--- src/rtl/axi_slave_rd.sv ---
// axi_slave_rd: AXI4 read-channel responder in front of a synchronous memory
// with a 1-cycle read latency. It accepts one AR burst at a time, issues one
// memory read per beat and returns the data on R through a 2-entry buffer.
// The buffer absorbs the memory latency while the master applies backpressure.
//
// Ports:
//   clk, rst              clock, asynchronous active-high reset
//   s_axi_ar*             read address channel (slave side)
//   s_axi_r*              read data channel (slave side)
//   mem_rd_en/addr        memory read strobe and word address
//   mem_rd_data           memory data, valid the cycle after mem_rd_en
//   busy                  high while a burst is being served
module axi_slave_rd #(
  parameter int         AXI_WIDTH  = 64,
  parameter logic [2:0] AXI_AXSIZE = 3'b011,
  parameter int         MEM_AW     = 10
) (
  input  logic                 clk,
  input  logic                 rst,
  input  logic [3:0]           s_axi_arid,
  input  logic [29:0]          s_axi_araddr,
  input  logic [7:0]           s_axi_arlen,
  input  logic [2:0]           s_axi_arsize,
  input  logic [1:0]           s_axi_arburst,
  input  logic                 s_axi_arvalid,
  output logic                 s_axi_arready,
  output logic [3:0]           s_axi_rid,
  output logic [AXI_WIDTH-1:0] s_axi_rdata,
  output logic [1:0]           s_axi_rresp,
  output logic                 s_axi_rlast,
  output logic                 s_axi_rvalid,
  input  logic                 s_axi_rready,
  output logic                 mem_rd_en,
  output logic [MEM_AW-1:0]    mem_rd_addr,
  input  logic [AXI_WIDTH-1:0] mem_rd_data,
  output logic                 busy
);

  typedef enum logic {ST_IDLE = 1'b0, ST_RD = 1'b1} state_t;

  state_t              r_state;
  state_t              w_next_state;
  logic                r_arready;
  logic [3:0]          r_id;
  logic [7:0]          r_len;
  logic                r_fixed;
  logic                r_slverr;
  logic [MEM_AW-1:0]   r_addr;
  logic [8:0]          r_issue;
  logic                r_inflight;
  logic [7:0]          r_rx;
  logic [AXI_WIDTH-1:0] r_buf_data [2];
  logic                r_buf_last [2];
  logic                r_wptr;
  logic                r_rptr;
  logic [1:0]          r_cnt;
  logic                w_ar_hs;
  logic                w_pop;
  logic                w_mem_rd_en;
  logic [2:0]          w_occ;
  logic [29:0]         w_word_full;
  logic                w_unused_addr;

  assign w_ar_hs     = s_axi_arvalid & r_arready;
  assign w_pop       = s_axi_rvalid & s_axi_rready;
  // Word address is derived from the supported beat size, not from arsize.
  assign w_word_full = s_axi_araddr >> AXI_AXSIZE;
  assign w_unused_addr = ^w_word_full[29:MEM_AW];
  // Buffer slots committed after this cycle: stored + in flight - leaving now.
  assign w_occ = {1'b0, r_cnt} + {2'b00, r_inflight} - {2'b00, w_pop};

  // State register
  always_ff @(posedge clk or posedge rst) begin
    if (rst) begin
      r_state <= ST_IDLE;
    end else begin
      r_state <= w_next_state;
    end
  end

  // Next-state logic
  always_comb begin
    w_next_state = r_state;
    case (r_state)
      ST_IDLE: begin
        if (w_ar_hs) w_next_state = ST_RD;
        else         w_next_state = ST_IDLE;
      end
      ST_RD: begin
        if (w_pop && s_axi_rlast) w_next_state = ST_IDLE;
        else                      w_next_state = ST_RD;
      end
      default: w_next_state = ST_IDLE;
    endcase
  end

  // Output logic: memory issue while beats remain and the buffer has room
  always_comb begin
    w_mem_rd_en = 1'b0;
    case (r_state)
      ST_RD: begin
        if ((r_issue <= {1'b0, r_len}) && (w_occ < 3'd2)) w_mem_rd_en = 1'b1;
        else                                              w_mem_rd_en = 1'b0;
      end
      default: w_mem_rd_en = 1'b0;
    endcase
  end

  // arready is registered so it rises one edge after reset release and
  // one edge after a burst completes.
  always_ff @(posedge clk or posedge rst) begin
    if (rst) begin
      r_arready <= 1'b0;
    end else begin
      r_arready <= (w_next_state == ST_IDLE);
    end
  end

  // Burst context capture and per-issue address/issue counter
  always_ff @(posedge clk or posedge rst) begin
    if (rst) begin
      r_id       <= 4'd0;
      r_len      <= 8'd0;
      r_fixed    <= 1'b0;
      r_slverr   <= 1'b0;
      r_addr     <= '0;
      r_issue    <= 9'd0;
      r_inflight <= 1'b0;
    end else begin
      r_inflight <= w_mem_rd_en;
      if (w_ar_hs) begin
        r_id     <= s_axi_arid;
        r_len    <= s_axi_arlen;
        r_fixed  <= (s_axi_arburst == 2'b00);
        r_slverr <= (s_axi_arsize != AXI_AXSIZE);
        r_addr   <= w_word_full[MEM_AW-1:0];
        r_issue  <= 9'd0;
      end else if (w_mem_rd_en) begin
        r_issue <= r_issue + 9'd1;
        if (!r_fixed) r_addr <= r_addr + MEM_AW'(1);
      end
    end
  end

  // Two-entry output buffer; the in-flight read lands the cycle after issue
  always_ff @(posedge clk or posedge rst) begin
    if (rst) begin
      for (int i = 0; i < 2; i++) begin
        r_buf_data[i] <= '0;
        r_buf_last[i] <= 1'b0;
      end
      r_wptr <= 1'b0;
      r_rptr <= 1'b0;
      r_cnt  <= 2'd0;
      r_rx   <= 8'd0;
    end else begin
      if (w_ar_hs) begin
        r_rx <= 8'd0;
      end else if (r_inflight) begin
        r_rx <= r_rx + 8'd1;
      end
      if (r_inflight) begin
        r_buf_data[r_wptr] <= mem_rd_data;
        r_buf_last[r_wptr] <= (r_rx == r_len);
        r_wptr             <= ~r_wptr;
      end
      if (w_pop) r_rptr <= ~r_rptr;
      case ({r_inflight, w_pop})
        2'b10:   r_cnt <= r_cnt + 2'd1;
        2'b01:   r_cnt <= r_cnt - 2'd1;
        default: r_cnt <= r_cnt;
      endcase
    end
  end

  assign s_axi_arready = r_arready;
  assign s_axi_rvalid  = (r_cnt != 2'd0);
  assign s_axi_rdata   = r_buf_data[r_rptr];
  // Gate with rvalid so a stale last flag never shows on an empty buffer.
  assign s_axi_rlast   = s_axi_rvalid & r_buf_last[r_rptr];
  assign s_axi_rresp   = r_slverr ? 2'b10 : 2'b00;
  assign s_axi_rid     = r_id;
  assign mem_rd_en     = w_mem_rd_en;
  assign mem_rd_addr   = r_addr;
  assign busy          = (r_state == ST_RD);

endmodule

--- config.mk ---
export PLATFORM = sky130hd
export DESIGN_NAME = axi_slave_rd
export DESIGN_NICKNAME = d
export VERILOG_FILES = /design/src/rtl/axi_slave_rd.sv
export SDC_FILE = /design/constraint.sdc
export NUM_CORES = 1
export LEC_CHECK = 0
export ABC_AREA = 1
export CAP_MARGIN = 20
export CORE_MARGIN = 3
export CORE_UTILIZATION = 54
export CTS_CLUSTER_SIZE = 10
export DETAILED_ROUTE_END_ITERATION = 16
export MAX_ROUTING_LAYER = met4
export PLACE_DENSITY_LB_ADDON = 0.3
export SETUP_SLACK_MARGIN = 0.3
export SYNTH_ARGS = -nofsm -noshare
export SYNTH_HDL_FRONTEND = slang
export SYNTH_SLANG_ARGS = --single-unit
export TNS_END_PERCENT = 10
--- constraint.sdc ---
create_clock -name clk -period 15.1 [get_ports clk]
set_input_delay 3.02 -clock clk [delete_from_list [all_inputs] [get_ports clk]]
set_output_delay 3.02 -clock clk [all_outputs]
set_load 0.01 [all_outputs]
After elaboration in Yosys (flattened, before gate mapping)
Cells that the tools add are included.
{ "word_totals": {"register_bits": 178, "inputBits": 115, "output_inout_bits": 85, "elab_cells": 78} }
{ "classes": {"n_addsub": 7, "order_cmp": 5, "n_eq_ne": 5, "mux": 26, "bitwise_logic": 9, "reduce_logical": 9} }
{ "op_table": {"columns": ["cell", "count"], "rows": [
  ["$mux 64", 4],
  ["$bwmux 128", 1],
  ["$demux 64 s1", 1],
  ["$mux 10", 3],
  ["$mux 9", 2],
  ["$mux 8", 2],
  ["$add 10x1->10 const B", 1],
  ["$add 9x1->9 const B", 1],
  ["$le 9x8->1", 1],
  ["$add 8x1->8 const B", 1],
  ["$eq 8x8->1", 1],
  ["$mux 1", 8],
  ["$reduce_bool 2->1", 4],
  ["$ge 2x2->1 const B", 2],
  ["$not 1->1", 4],
  ["$not 1->2", 2],
  ["$pmux 2 s2", 1],
  ["$add 2x1->3", 1],
  ["$and 1x1->1", 3],
  ["$logic_and 1x1->1", 3],
  ["$lt 3x2->1 const B", 1],
  ["$ne 3x2->1 const B", 1],
  ["$sub 3x1->3", 1],
  ["$add 2x1->2 const B", 1],
  ["11 further kinds", 11]
]} }

Logic depth before layout (Yosys ltp)
Gate-level depths: netlist of run 1.
{ "depth": {"depth_word": 9, "ltp_mapped": 14, "mapped_depth_nobuf": 14} }

Least setup slack after synthesis of run 1
No wires, ideal clock.
{ "synth_timing": {"path_kind": "input -> output", "start": "in s_axi_rready", "end": "out mem_rd_en", "t_arrival_ps": 4417, "required_time_ps": 12080, "setup_slack_ps": 7663, "cell_stages": 9, "path_cell_list": "nand2_1 nor2_1 or2_2 nand2_1 fa_1 nand3_1 nor2_1 nand2_4 inv_1"} }
{ "synth_via": {"elab_chain_cells": 6} }
{ "synth_lines": {"columns": ["element", "line", "source"], "rows": [
  ["from (decl)", "32", "input logic s_axi_rready,"],
  ["$and 1x1->1", "65", "assign w_pop = s_axi_rvalid & s_axi_rready;"],
  ["$sub 3x1->3", "70", "assign w_occ = {1'b0, r_cnt} + {2'b00, r_inflight} - {2'b00, w_pop};"],
  ["$lt 3x2->1", "102", "if ((r_issue <= {1'b0, r_len}) && (w_occ < 3'd2)) w_mem_rd_en = 1'b1;"],
  ["$logic_and 1x1->1", "102", null],
  ["$mux 1", "102", null],
  ["$mux 1", "100", "case (r_state)"],
  ["to (decl)", "33", "output logic mem_rd_en,"]
]} }
No other way between the ends.

Worst setup path after layout of run 1
Same ends and word-level chain as after synthesis.

==> results of run 1 <==
[state kept, by name, indices dropped and copies added (netlist names), 2 cells and up]
| register | flops |
|---|---|
| r_cnt | 2 |
| r_rx | 8 |
| r_len | 8 |
| r_buf_last | 2 |
| s_axi_rid | 4 |
| r_issue | 9 |
| r_buf_data | 128 |
| mem_rd_addr | 10 |
[metal layers]
metal	wire length [um]	share of wire
met5	0	0
met4	248	0.013
met3	1110	0.059
met2	9150	0.48
met1	8480	0.45
[layout by cell type (no fill, tap or decap), types with 2 or more instances in the layout]
cell,Yosys,layout
nand2_1,432,431
clkdlybuf4s50_1,0,178
dfrtp_1,178,177
o21ai_0,119,119
inv_1,97,95
o21ai_1,36,36
nand3_1,28,28
nor2_1,25,25
xor2_1,17,17
clkbuf_16,0,17
ha_1,11,11
a21oi_1,9,9
clkinv_2,0,7
buf_4,3,7
nor3_1,6,6
nand4_1,4,4
nand2_4,3,4
bufinv_16,0,3
xnor2_1,2,2
inv_2,1,2
a31oi_1,2,2
nor4_1,2,2
o21bai_1,2,2
clkbuf_1,24,2
[worst min path at each step]
stage	start	end	depth (start not counted)
after floorplan	r_slverr$_DFFE_PP0P_	r_slverr$_DFFE_PP0P_	2
after CTS	s_axi_rid[0]$_DFFE_PP0P_	s_axi_rid[0]$_DFFE_PP0P_	2
after global routing	s_axi_rid[0]$_DFFE_PP0P_	s_axi_rid[0]$_DFFE_PP0P_	2
final	s_axi_rid[0]$_DFFE_PP0P_	s_axi_rid[0]$_DFFE_PP0P_	2
after global placement	s_axi_rid[0]$_DFFE_PP0P_	s_axi_rid[0]$_DFFE_PP0P_	2
after detailed placement	s_axi_rid[0]$_DFFE_PP0P_	s_axi_rid[0]$_DFFE_PP0P_	2
[power by group through the flow]
stage / clock (W) / sequential, W / combinational, W
2_1_floorplan: 0 / 0.000816 / 0.000684
3_3_place_gp: 0 / 0.000834 / 0.00108
3_5_place_dp: 0 / 0.000843 / 0.00111
4_1_cts: 0.000440 / 0.000838 / 0.00112
5_1_grt: 0.000459 / 0.000867 / 0.00124
6_report: 0.000432 / 0.000841 / 0.00110
[final cells by class]
type	instances	area (um2)	area share
sequential	178	4460	0.417
multi-input combinational	709	3210	0.301
timing repair buffer	185	1830	0.172
clock buffer	19	433	0.0406
inverter	98	373	0.0349
tap	184	230	0.0216
clock inverter	12	141	0.0132
[cell families (layout without fill, tap and decap cells)]
group	after synthesis	count (layout)	synth area share
XOR/XNOR	19	19	0.0200
buffers and inverters	153	314	0.0822
AND/OR/NAND/NOR	507	507	0.241
other	1	1	0.000450
adder cells (fa/ha/maj)	12	12	0.0189
AO/OA/AOI/OAI	170	170	0.104
flip-flops	178	178	0.534
[metrics by stage]
stage | area [um2] | hold slack [ps] | instances | utilization
global placement | 10100 | 464 | 1354 | 0.682
detailed placement | 10100 | 465 | 1354 | 0.682
finish | 10700 | 480 | 1385 | 0.721
floorplan | 8340 | 450 | 1040 | -
CTS | 10700 | 483 | 1385 | 0.721
global route | 10700 | 500 | 1385 | 0.721
[worst max-delay path, cell delays in order]
cell,delay [ps]
clkdlybuf4s50_1,570
nand2_1,140
nor2_1,190
or2_2,160
nand2_1,60
fa_1,500
nand3_1,80
nor2_1,200
nand2_4,130
inv_1,150
clkdlybuf4s50_1,560
==> reports/results.tsv, run 1 <==
metric	value	unit
status	completed	
post-synthesis sequential area ratio	0.534	
WP data arrival	5770	ps
ANT nets after route	0	
share of layout cells above drive strength 1	0.0408	
CTS H-tree depth	4	
relative max-transition margin	0.369	
Worst Hold Class	reg -> reg	
crit-path max FO	9	
Worst Setup Path Type	in -> out	
GR Util met1	0.305	
antenna violations before repair	0	
final setup fails	0	
IO Port Bufs	178	
clk_lat worst skew	420	ps
Final Power	0.00238	W
TritonCTS clock tree	built	
placed wire-length estimate	12300	um
Clock Sinks	178	
Area Overhead vs Synth	28.0	%
worst r2r path cells	14	
Global Route met3 Usage	0.0540	
Synth area leaders	dfrtp_1, nand2_1, o21ai_0, inv_1, o21ai_1	
Slew @ Worst Pin	946	ps
leakage	5.46	nW
worst path required time	12080	ps
Initial DRT Pass Iterations	5	
Sw Ratio	0.389	
#FFs+latches synth	178	
YS warnings	0	
Starting Density	0.563	
fill cell count	1139	
reg2reg start	r_cnt[1]$_DFFE_PP0P_	
n_diodes	0	
post-route setup slack	6310	ps
first-pass GRT wire length	30800	um
Die ar.	17000	um2
Final min period	8790	ps
Post-Syn Instances	1040	
commonest register cell after synthesis	dfrtp_1	
vias in the first global route	6616	
Comb pwr share	0.465	
pin count of the biggest net entering global routing	107	
Worst Setup SP	s_axi_rready	
GR peak layer	met2	
max-slew violation count	0	
Netlist cell types	34	
sequential share of power	0.354	
Crit Reg-Reg Endpoint	mem_rd_addr[3]$_DFFE_PP0P_	
met2 usage	0.372	
Synth top area share	0.534	
DRT Wirelength	19000	um
Power Internal	0.00145	W
crit share post-route	0.582	
IR drop worst, VDD	162	uV
Post-Syn Nets	1167	
Critical Path End	mem_rd_en	
most instantiated cells after synthesis	nand2_1, dfrtp_1, o21ai_0	
Setup crit end kind	output port	
switching power	0.000924	W
Max Clk Rate	114	MHz
RSZ-0062 raised after global routing	false	
GR Overflow Total	0	
DR WL/cell	13.7	um
Ports	200	
CTS root buffer	clkbuf_16	
count leader, synth	nand2_1	
Overall Global Routing Usage	0.235	
setup total negative slack	0	ps
Vias	7007	
Total Nets Final	1316	
FP Rows	44	
CTS Hold Bufs	0	
Clock Power Share	0.182	
Resized Gates After CTS	0	
initial DRC count	482	
Post-route DRC	0	
fraction of registers with async set/reset	1.00	
Power per Cell Area	223	nW/um2
RePlAce Congestion	0.870	
area leader, netlist	dfrtp_1	
Max Cap Violations	0	
number of synthesized flops with an enable pin	0	
flop2flop setup slack	12340	ps
CTS Buf Count	17	
mean area per synthesized cell	8.02	um2
clock buffer depth	2	
Clock Pin Slew Worst Setup and Hold Paths	60	ps
Fin. Hold Viols	0	
clock skew	6.64	ps
Startpoint Class	primary input	
vias per cell	5.06	
Die W	130	um
area of the core	14800	um2
synthesized cell area	8340	um2
post-CTS setup buffer count	0	
Die Height	130	um
Post-Place Setup Slack	6350	ps
Power figures use the tool's default switching activity.
==> run 2, diff against run 1 <==
--- a/config.mk
+++ b/config.mk
@@ -8,7 +8,7 @@
 export ABC_AREA = 1
 export CAP_MARGIN = 20
 export CORE_MARGIN = 3
-export CORE_UTILIZATION = 54
+export CORE_UTILIZATION = 50
 export CTS_CLUSTER_SIZE = 10
 export DETAILED_ROUTE_END_ITERATION = 16
 export MAX_ROUTING_LAYER = met4
==> constraint.sdc (replaced) <==
create_clock -name clk -period 8.78 [get_ports clk]
set_input_delay 1.756 -clock clk [delete_from_list [all_inputs] [get_ports clk]]
set_output_delay 1.756 -clock clk [all_outputs]
set_load 0.01 [all_outputs]
==> run 2 against run 1 <==
Net effect:
- core utilization is 4.8 points lower
- flip-flop and latch count is the same
- clock power increased by 93%
- non-clock buffer count increased by 1
- register-to-register slack lost 6200 ps
- clock skew increased by 1.7 ps
- routed wire length grew 0.95%
- worst setup slack worse by 3800 ps
- sequential power up 72%
- critical endpoint unchanged
- largest cell class unchanged
- highest routed layer unchanged
==> reports/results.tsv, run 2 (synthesized netlist as in run 1, its figures left out) <==
metric	value	unit
CTS root buffer	clkbuf_16	
Post-route DRC	0	
Vias	7039	
RePlAce Congestion	0.855	
placed wire-length estimate	12300	um
DRT Wirelength	19200	um
initial DRC count	541	
Most flops, register	r_buf_data	
Clock Power Share	0.199	
antenna violations before repair	0	
met2 usage	0.352	
max-slew violation count	0	
commonest non-fill, non-tap cell in the layout	nand2_1	
leakage	5.50	nW
critical path cell sequence	clkdlybuf4s50_1, nand2_1, nor2_1, or2_2, nand2_1, fa_1, nand3_1, nor2_1, nand2_4, inv_1, clkdlybuf4s50_1	
vias in the first global route	6736	
Final Util	0.673	
Power per Cell Area	386	nW/um2
crit-path max FO	9	
Global Route met3 Usage	0.0397	
Starting Density	0.517	
CTS H-tree depth	4	
IO Port Bufs	178	
final instance area	10800	um2
Power Internal	0.00257	W
Startpoint Class	primary input	
commonest cells after routing, fill and taps aside	nand2_1, clkdlybuf4s50_1, dfrtp_1	
area of the core	16100	um2
status	completed	
Worst Setup Path Type	in -> out	
post-CTS setup buffer count	0	
Slew @ Worst Pin	903	ps
clock skew	8.36	ps
relative max-transition margin	0.398	
Worst Hold Class	reg -> reg	
worst path required time	7020	ps
first-pass GRT wire length	32200	um
IR drop worst, VDD	252	uV
vias per cell	4.96	
clk_lat worst skew	420	ps
TritonCTS clock tree	built	
number of flip-flops in the largest register	128	
slowest stage delay, CP	580	ps
Comb pwr share	0.456	
Fin. Hold Viols	0	
Initial DRT Pass Iterations	5	
sequential share of power	0.345	
pin count of the biggest net entering global routing	100	
Final min period	6230	ps
fill cell count	1362	
Die W	135	um
switching power	0.00162	W
Resized Gates After CTS	0	
Sw Ratio	0.386	
Max Cap Violations	0	
RSZ-0062 raised after global routing	false	
GR peak layer	met2	
Post-Place Cell Area	10100	um2
clock buffer depth	2	
setup total negative slack	0	ps
CTS Buf Count	17	
Worst path slowest cell	clkdlybuf4s50_1	
n_diodes	0	
Total Nets Final	1317	
Area Overhead vs Synth	30.1	%
final setup fails	0	
Die Height	135	um
ANT nets after route	0	
CTS Hold Bufs	0	
WP data arrival	4470	ps
Die ar.	18300	um2
crit share post-route	0.709	
Ports	200	
share of layout cells above drive strength 1	0.0441	
Overall Global Routing Usage	0.222	
GR Util met1	0.298	
Max Clk Rate	161	MHz
Final Power	0.00419	W
FP Rows	46	
Clock Sinks	178	
Setup crit end kind	output port	
Clock Pin Slew Worst Setup and Hold Paths	70	ps
DR WL/cell	13.5	um
GR Overflow Total	0	
-- run 2: changes by cell type in the layout (fill, tap and decap cells not counted), sizes merged --
cell,delta
clkinv,-3
clkinvlp,+1
buf,+1
bufinv,+2
clkbuf,-2
inv,+3
-- run 2: path summary, 6_finish.rpt --
check | from | to | slack [ps] | cells past startpoint
hold reg to reg | r_buf_data[45]$_DFFE_PP0P_ | r_buf_data[45]$_DFFE_PP0P_ | 480 | 2
hold / removal | r_buf_data[45]$_DFFE_PP0P_ | r_buf_data[45]$_DFFE_PP0P_ | 480 | 2
min in group asynchronous | rst | mem_rd_addr[9]$_DFFE_PP0P_ | 1870 | 2
setup reg to reg | r_cnt[1]$_DFFE_PP0P_ | mem_rd_addr[5]$_DFFE_PP0P_ | 6130 | 14
setup / recovery | s_axi_rready | mem_rd_en | 2550 | 11
max in group asynchronous | rst | r_buf_data[106]$_DFFE_PP0P_ | 5810 | 4
-- run 2: through the flow --
step / instances / hold WS, ps / setup slack [ps]
after global placement: 1385 / 464 / 2630
after detailed placement: 1385 / 470 / 2580
after floorplan: 1040 / 450 / 2190
after CTS: 1417 / 489 / 2560
final: 1419 / 482 / 2550
after global routing: 1419 / 505 / 2380
-- run 2: power by group through the flow --
stage	clock (W)	sequential, W	combinational (W)
CTS	0.000848	0.00144	0.00193
floorplan	0	0.00140	0.00118
global route	0.000885	0.00150	0.00215
global placement	0	0.00144	0.00187
finish	0.000833	0.00145	0.00191
detailed placement	0	0.00145	0.00191
-- run 2: final cells by class --
| cell class | instances | area (um2) | area share |
|---|---|---|---|
| tap | 216 | 270 | 0.0249 |
| multi-input combinational | 709 | 3210 | 0.296 |
| clock buffer | 17 | 425 | 0.0392 |
| clock inverter | 15 | 231 | 0.0213 |
| inverter | 98 | 373 | 0.0344 |
| sequential | 178 | 4460 | 0.411 |
| timing repair buffer | 186 | 1880 | 0.174 |
-- run 2: worst max-delay path: cells and delay by family --
kind | cells | cell delay (ps)
and+or+nand+nor | 7 | 930
buffers and inverters | 3 | 1280
adders and majority gates | 1 | 510
-- run 2: routing by layer --
layer	wire length, um	vias to the layer above
met5	0	-
met1	8780	3275
li1	-	3539
met4	273	0
met3	1030	21
met2	9080	204
==> run 3, diff against run 2 <==
==> constraint.sdc (replaced) <==
create_clock -name clk -period 6.05 [get_ports clk]
set_input_delay 1.21 -clock clk [delete_from_list [all_inputs] [get_ports clk]]
set_output_delay 1.21 -clock clk [all_outputs]
set_load 0.01 [all_outputs]
==> run 3 against run 2 <==
Net effect:
- register-to-register slack worse by 2700 ps
- power grew 40%
- critical path depth did not move
- critical endpoint unchanged
==> reports/results.tsv, run 3 (synthesized netlist as in run 1, its figures left out) <==
metric	value	unit
Slew @ Worst Pin	788	ps
Die W	135	um
switching power	0.00232	W
DR WL/cell	13.2	um
Max Clk Rate	196	MHz
ANT nets after route	0	
post-CTS setup buffer count	0	
TritonCTS clock tree	built	
Worst path slowest cell	clkdlybuf4s50_1	
final setup fails	0	
Comb pwr share	0.467	
commonest non-fill, non-tap cell in the layout	nand2_1	
Clock Pin Slew Worst Setup and Hold Paths	70	ps
Clock Power Share	0.177	
Total Nets Final	1316	
RePlAce Congestion	0.883	
CTS Hold Bufs	0	
Area Overhead vs Synth	28.7	%
relative max-transition margin	0.475	
Resized Gates After CTS	0	
crit-path max FO	9	
Clock Sinks	178	
GR Overflow Total	0	
Fin. Hold Viols	0	
RSZ-0062 raised after global routing	false	
IO Port Bufs	178	
n_diodes	0	
CTS H-tree depth	4	
Worst Hold Class	reg -> reg	
register area	4460	um2
vias per cell	4.91	
CTS Buf Count	17	
Starting Density	0.517	
vias in the first global route	6629	
antenna violations before repair	0	
Most flops, register	r_buf_data	
setup total negative slack	0	ps
leakage	5.45	nW
number of flip-flops in the largest register	128	
Crit path buffers/inverters	3	
Overall Global Routing Usage	0.219	
max-slew violation count	0	
placed wire-length estimate	12200	um
Post-route DRC	0	
crit share post-route	0.841	
status	completed	
critical path cell sequence	clkdlybuf4s50_1, nand2_1, nor2_1, or2_2, nand2_1, fa_1, nand3_1, nor2_1, nand2_4, inv_1, clkdlybuf4s50_1	
FP Rows	46	
area occupied by multi-input gates	3210	um2
flop2flop setup slack	3470	ps
Startpoint Class	primary input	
Worst Setup Path Type	in -> out	
clock buffer depth	2	
Post-Layout Cell Count	1418	
WP data arrival	3880	ps
dpl cells	1385	
Die ar.	18300	um2
clk_lat worst skew	420	ps
initial DRC count	600	
fill cell count	1356	
sequential share of power	0.356	
area of the core	16100	um2
commonest cells after routing, fill and taps aside	nand2_1, clkdlybuf4s50_1, dfrtp_1	
Sw Ratio	0.394	
pin count of the biggest net entering global routing	150	
worst path required time	4840	ps
slowest stage delay, CP	570	ps
Power per Cell Area	548	nW/um2
CTS root buffer	clkbuf_16	
Setup crit end kind	output port	
Ports	200	
IR drop worst, VDD	331	uV
share of layout cells above drive strength 1	0.0424	
Max Cap Violations	0	
Top delay family on crit path	buffers and inverters	
Die Height	135	um
Power Internal	0.00356	W
Final min period	5090	ps
Vias	6961	
Initial DRT Pass Iterations	5	
DRT Wirelength	18800	um
first-pass GRT wire length	31600	um
clock skew	7.97	ps
## run 3: per-stage QoR
step           hold WS [ps]   util  worst slack [ps]  total power, W  instance area [um2]
3_3_place_gp            464  0.630               987         0.00478                10100
4_1_cts                 487  0.664               944         0.00594                10700
2_1_floorplan           450      -              2230         0.00375                 8340
3_5_place_dp            469  0.630               969         0.00487                10100
5_1_grt                 503  0.666               774         0.00640                10700
6_report                484  0.666               959         0.00588                10700
## run 3: layer usage
metal  up-vias  part of all wire  track usage
met5         -                 0            -
met4         0            0.0084       0.0510
met2       174              0.47        0.338
met3        12             0.063       0.0535
li1       3538                 -            -
met1      3237              0.46        0.296
## run 3: final timing paths
check                                      from                    endpoint  depth (start not counted)
min reg2reg                r_slverr$_DFFE_PP0P_        r_slverr$_DFFE_PP0P_                          2
max in group asynchronous                   rst          r_rptr$_DFFE_PP0P_                          3
max reg2reg                r_cnt[1]$_DFFE_PP0P_  mem_rd_addr[4]$_DFFE_PP0P_                         14
min                        r_slverr$_DFFE_PP0P_        r_slverr$_DFFE_PP0P_                          2
max                                s_axi_rready                   mem_rd_en                         11
min in group asynchronous                   rst         r_rx[6]$_DFFE_PP0P_                          2
## run 3: power by group through the flow
stage	sequential [W]	combinational (W)	clock, W
6_report	0.00210	0.00274	0.00104
3_5_place_dp	0.00211	0.00277	0
3_3_place_gp	0.00208	0.00270	0
2_1_floorplan	0.00204	0.00171	0
5_1_grt	0.00216	0.00312	0.00112
4_1_cts	0.00209	0.00278	0.00107
## run 3: worst min-delay path, cell delays in order, from the launching register on
cell and delay [ps]:
dfrtp_1 350, nand2_1 50, nand2_1 50
## run 3: layout make-up
| type | instances | share of cell area |
|---|---|---|
| clock buffer | 18 | 0.0400 |
| clock inverter | 14 | 0.0122 |
| inverter | 98 | 0.0346 |
| multi-input combinational | 709 | 0.299 |
| sequential | 178 | 0.415 |
| tap | 216 | 0.0252 |
| timing repair buffer | 185 | 0.174 |
